## src/rtl/encoder_pkg.sv

```systemverilog
// Shared constants and helpers for the rotary-encoder sampling scheduler.
package encoder_pkg;
    localparam int ENC_PRESCALE_SHIFT = 6;
    localparam int ENC_PERIOD_W       = 8;

    typedef logic [ENC_PERIOD_W-1:0] enc_period_t;

    // A zero period would never expire, so it is treated as "every tick".
    function automatic enc_period_t enc_reload(input enc_period_t per);
        return (per == '0) ? enc_period_t'(1) : per;
    endfunction
endpackage

```

## src/rtl/encoder_sample_sched_rr_arbiter.sv

```systemverilog
// Combinational round-robin picker: first requester strictly after ptr, wrapping.
module rr_arbiter #(
    parameter int N = 4
) (
    input  logic [N-1:0] req,
    input  logic [2:0]   ptr,
    output logic [N-1:0] gnt,
    output logic [2:0]   idx,
    output logic         any
);
    always_comb begin
        gnt = '0;
        idx = '0;
        any = 1'b0;
        for (int k = 1; k <= N; k++) begin
            if (!any && req[(int'(ptr) + k) % N]) begin
                any = 1'b1;
                idx = 3'((int'(ptr) + k) % N);
                gnt[(int'(ptr) + k) % N] = 1'b1;
            end
        end
    end
endmodule

```

## src/rtl/encoder_sample_sched.sv

```systemverilog
// Base-tick prescaler, per-channel tick counters and a round-robin strobe scheduler
// so that all encoder channels share a single sampling slot per clock.
module encoder_sample_sched
    import encoder_pkg::*;
#(
    parameter int NCH   = 4,
    parameter int WIDTH = 16
) (
    input  logic                      clk,
    input  logic                      reset,
    input  logic [7:0]                base_div,
    input  logic [NCH-1:0]            ch_en,
    input  logic [ENC_PERIOD_W*NCH-1:0] ch_period,
    input  logic [NCH-1:0]            overrun_clr,
    output logic [NCH-1:0]            sample_strobe,
    output logic [2:0]                grant_idx,
    output logic [NCH-1:0]            pending,
    output logic [NCH-1:0]            overrun
);
    logic [WIDTH-1:0] count;
    logic [WIDTH-1:0] cmp;
    logic             tick_r;
    logic [2:0]       rr_ptr;
    logic [NCH-1:0]   expire;
    logic [NCH-1:0]   gnt;
    logic [2:0]       win_idx;
    logic             win_any;

    assign cmp = WIDTH'(base_div) << ENC_PRESCALE_SHIFT;

    always_ff @(posedge clk) begin
        if (reset) begin
            count  <= '0;
            tick_r <= 1'b0;
        end else if (count >= cmp) begin
            count  <= '0;
            tick_r <= 1'b1;
        end else begin
            count  <= count + 1'b1;
            tick_r <= 1'b0;
        end
    end

    for (genvar g = 0; g < NCH; g++) begin : g_ch
        enc_period_t cnt;
        enc_period_t per;

        assign per       = ch_period[ENC_PERIOD_W*g +: ENC_PERIOD_W];
        assign expire[g] = ch_en[g] & tick_r & (cnt <= enc_period_t'(1));

        // Disabled channels keep reloading so a re-enable starts a full period.
        always_ff @(posedge clk) begin
            if (reset)
                cnt <= enc_period_t'(1);
            else if (!ch_en[g])
                cnt <= enc_reload(per);
            else if (tick_r)
                cnt <= expire[g] ? enc_reload(per) : cnt - enc_period_t'(1);
        end
    end

    rr_arbiter #(.N(NCH)) u_arb (
        .req (pending),
        .ptr (rr_ptr),
        .gnt (gnt),
        .idx (win_idx),
        .any (win_any)
    );

    // A re-expiry on the granted channel re-arms it rather than counting as overrun.
    always_ff @(posedge clk) begin
        if (reset) begin
            pending       <= '0;
            overrun       <= '0;
            sample_strobe <= '0;
            grant_idx     <= '0;
            rr_ptr        <= '0;
        end else begin
            pending <= ch_en & (expire | (pending & ~gnt));
            overrun <= (overrun & ~overrun_clr) | (expire & pending & ~gnt);
            if (win_any) begin
                sample_strobe <= gnt;
                grant_idx     <= win_idx;
                rr_ptr        <= win_idx;
            end else begin
                sample_strobe <= '0;
            end
        end
    end
endmodule

```

## config.mk

```make
export PLATFORM = sky130hd
export DESIGN_NAME = encoder_sample_sched
export DESIGN_NICKNAME = d
export VERILOG_FILES = /design/src/rtl/encoder_pkg.sv /design/src/rtl/encoder_sample_sched_rr_arbiter.sv /design/src/rtl/encoder_sample_sched.sv
export SDC_FILE = /design/constraint.sdc
export NUM_CORES = 1
export LEC_CHECK = 0
export BUFFER_PORTS_ARGS = -buffer_cell sky130_fd_sc_hd__buf_2
export CAP_MARGIN = 20
export CORE_ASPECT_RATIO = 1.75
export CORE_MARGIN = 1.5
export CORE_UTILIZATION = 30
export CTS_CLUSTER_SIZE = 24
export DETAILED_ROUTE_END_ITERATION = 10
export PLACE_DENSITY_LB_ADDON = 0.08
export SYNTH_ARGS = -nofsm -noshare
export SYNTH_HDL_FRONTEND = slang
export SYNTH_HIERARCHICAL = 1
export SYNTH_SLANG_ARGS = --single-unit
```

## constraint.sdc

```tcl
create_clock -name clk -period 2.82 [get_ports clk]
set_input_delay 0.282 -clock clk [delete_from_list [all_inputs] [get_ports clk]]
set_output_delay 0.282 -clock clk [all_outputs]
set_load 0.01 [all_outputs]
```

==> flow_metrics.tcl <==
set metrics [dict create \
    final-seq-area_um2 1280 \
    postSynthRegisterBits 64 \
    layout.cell_area.non_filler_um2 5120 \
    hold-path-endpoint "g_ch[2].cnt[6]" \
    setup_tns_ns 0 \
    p_seq_share_pct 40.3 \
    cts_tree "built" \
    yosys_warnings 6 \
    power-per-cell-area_nw_per_um2 483 \
    dp.cells 776 \
    crit-reg2reg-capture "overrun[1]" \
    layout.nets 686 \
    worstMarginPinSlew_ns 0.578 \
    width_of_the_die_um 93.7 \
    numClockSinks 64 \
    final-hold-violation-count 0 \
    crit_path_arrival_time_ns 2.88 \
    grt_pass1_vias 4181 \
    hold_path_startpoint "ch_period[22]" \
    yosysMostFrequentCell "sky130_fd_sc_hd__dfxtp_1" \
    gpl.final_weighted_congestion 0.899 \
    gr-usage-met3_pct 3.23 \
    reg_to_reg_critical_path_startpoint "rr_ptr[0]" \
    drt-pass1-iter-count 4 \
    synth.top_cell.area_share_pct 29.7 \
    initial_antenna_violation_count 0 \
    number_of_h_tree_branching_levels 3 \
    yosysSeqAreaShare_pct 29.7 \
    netlist.top_cell.by_area "sky130_fd_sc_hd__dfxtp_1" \
    post_synth_inst_count 547 \
    setup_viol 0 \
    synth_edf_count 0 \
    globalRouteMet2Util_pct 31.2 \
    drive_gt1_share_pct 17.6 \
    synthFlopType "sky130_fd_sc_hd__dfxtp_1" \
    hold-worst-slack_ns 0.162 \
    clk_root_buffer_cell "sky130_fd_sc_hd__clkbuf_16" \
    syn-cell-area_um2 4320 \
    netlist_top_cells_count "64 x sky130_fd_sc_hd__dfxtp_1, 61 x sky130_fd_sc_hd__nor2_1, 43 x sky130_fd_sc_hd__nand2_1" \
    crit_path_end_kind "flip-flop" \
    globalRoute.busiestLayer "met2" \
    clock_latency_at_the_later_pin_of_the_worst_skew_pair_ns 0.33 \
    detail_route.iter0.violations 117 \
    drc 0 \
    syn_nets 623 \
    routed_wire_length_per_instance_um 15.8 \
    io_pins 65 \
    switching_share_pct 27.7 \
    static-leakage-power_nw 2.07 \
    power.internal_mw 1.79 \
    clock_power_share_pct 44.3 \
    post_detailed_placement_half_perimeter_wirelength_mm 9.63 \
    drv_slew 0 \
    ff2ff_path_depth 9 \
    detailed_place.area_um2 4830 \
    syn-mean-instance-area_um2 7.89 \
    synthTopCellsByArea "sky130_fd_sc_hd__dfxtp_1 30%, sky130_fd_sc_hd__ha_1 7.5%, sky130_fd_sc_hd__nor2_1 5.3%, sky130_fd_sc_hd__a21oi_1 3.9%, sky130_fd_sc_hd__nand2_1 3.7%" \
    max-cap-violations 0 \
    critical_path.max_fanout 7 \
    grt.overflow.total 0 \
    grt_start_max_net_pins 26 \
    worst_clock_skew_ns 0.00767 \
    filler_cell_count 1546 \
    multi_input_area_um2 2770 \
    instances_no_fill 792 \
    final.period_utilization_pct 93.0 \
    clock_transition_at_the_register_clock_pins_on_the_worst_setup_and_hold_paths_after_cts_ns 0.06 \
    worst_hold_path.num_cells 2 \
    fp.dieH_um 162 \
    fp-row-count 57 \
    postLayoutCoreUtil_pct 36.6 \
    grt_use_met1_pct 20.5 \
    worstSetupStartpointType "flip-flop" \
    numCtsBuffers 9 \
    share_comb_of_total_power_pct 15.4 \
    coreArea_um2 14000 \
    worst-setup-path-type "flip-flop to flip-flop" \
    die_area_um2 15200 \
    diodes 0 \
    rsz0062_at_grt "false" \
    path_type_of_the_worst_min_delay_path "primary input to flip-flop" \
    postSynth.asyncResetShare_pct 0 \
    cts_buffer_depth 2 \
    postCtsSetupRepairBufs 0 \
    timing.max_slew.rel_slack_pct 60.4 \
    portBuffers 64 \
    first_pass_grt_wire_length_mm 21.0 \
    initial_core_util_pct 30.9 \
    drt-vias-per-instance 5.29 \
    total_switching_power_mw 0.683 \
    drtAntennaViolNets 0 \
    period_minus_slack_ns 2.62 \
    num_vias 4192 \
    cp_data_required_time_ns 3.08 \
    max_clock_freq_mhz 381 \
    setup.reg_to_reg.worst_slack_ns 0.20 \
    worst_ir_drop_vdd_uv 293 \
    routed_wirelength_mm 12.5 \
    status "finished clean" \
    grt_usage_pct 17.5 \
    yosysUniqueCellTypes 69 \
    layout_overhead_on_the_synthesized_area_pct 18.5 \
]
cells by family (layout without fill, tap and decap cells):
family,Yosys count,in the layout,share of synthesized area [%]
and+or+nand+nor,232,232,28.5
AOI/OAI and AO/OA,125,125,20.0
buffers and inverters,65,133,6.26
DFF,64,64,29.7
adders and majority gates,26,26,7.53
muxes,18,18,4.81
xor gates and xnor gates,15,15,3.04
other,2,2,0.174
per-layer routing:
metal / wire [um] / up-vias
met5: 0 / -
met4: 306 / 0
met3: 402 / 19
met2: 6480 / 93
met1: 5310 / 1955
li1: - / 2125
layout make-up:
cell class              instances  share of cell area (%)
multi-input cells             418                    54.2
flip-flops and latches         64                    25.0
repair buffers                 75                    7.87
clock buffers                  12                    4.62
well taps                     177                    4.33
inverters                      42                    3.08
clock inverters                 4                   0.880
worst max path at each step:
stage,start,endpoint,slack [ns],cells past startpoint
2_1_floorplan,rr_ptr[0],overrun[1],0.002,12
3_3_place_gp,rr_ptr[0],overrun[1],0.27,9
3_5_place_dp,rr_ptr[0],overrun[1],0.18,9
4_1_cts,rr_ptr[0],overrun[1],0.16,9
5_1_grt,rr_ptr[0],overrun[1],0.04,9
6_report,rr_ptr[0],overrun[1],0.20,9
cell usage in the layout, fill, tap and decap left out, drive strengths merged, types with 4 or more instances in the layout:
master / Yosys / final
buf: 10 / 75
or4: 11 / 11
a2111o: 4 / 4
a211oi: 8 / 8
nor3b: 5 / 5
and2: 6 / 6
nand2: 44 / 44
clkbuf: 13 / 12
xor2: 8 / 8
a21oi: 34 / 34
nor2: 61 / 61
o211ai: 4 / 4
nor4: 10 / 10
ha: 26 / 26
dfxtp: 64 / 64
nand2b: 8 / 8
o2bb2ai: 5 / 5
nand4: 11 / 11
o21ai: 17 / 17
nor2b: 8 / 8
o31ai: 7 / 7
mux2i: 14 / 14
nor3: 19 / 19
and3: 5 / 5
nand3b: 4 / 4
inv: 42 / 42
nand3: 19 / 19
or3: 5 / 5
a31oi: 12 / 12
xnor2: 7 / 7
flip-flops by register name (all words and copies together), names as in the netlist:
signal	flops
g_ch.cnt	32
count	16
overrun	4
pending	4
sample_strobe	4
rr_ptr	3
tick_r	1
power by group through the flow:
stage	combinational [mW]	clock [mW]	sequential, mW
2_1_floorplan	0.268	0	1.00
3_3_place_gp	0.379	0	1.01
3_5_place_dp	0.382	0	1.01
4_1_cts	0.384	1.13	0.996
5_1_grt	0.431	1.17	1.00
6_report	0.379	1.09	0.996
per-stage QoR:
stage	setup slack [ns]	power [mW]
detailed placement	0.179	1.40
floorplan	0.00172	1.27
global placement	0.274	1.39
global route	0.0389	2.61
finish	0.198	2.47
CTS	0.163	2.51
critical path, stage by stage, from the launching register on:
cell and delay [ns]:
sky130_fd_sc_hd__dfxtp_1 0.45, sky130_fd_sc_hd__inv_1 0.15, sky130_fd_sc_hd__ha_1 0.41, sky130_fd_sc_hd__mux4_2 0.39
sky130_fd_sc_hd__nand2_1 0.10, sky130_fd_sc_hd__o311ai_0 0.13, sky130_fd_sc_hd__or3_1 0.34, sky130_fd_sc_hd__nand2b_1 0.17
sky130_fd_sc_hd__o32a_1 0.34, sky130_fd_sc_hd__nor2_1 0.08
repair_timing:
item	CTS	global route
hold buffers	0	0
gates resized for setup	0	1
setup endpoints to repair	0	1
No activity file was read; power rests on OpenSTA's default activity.
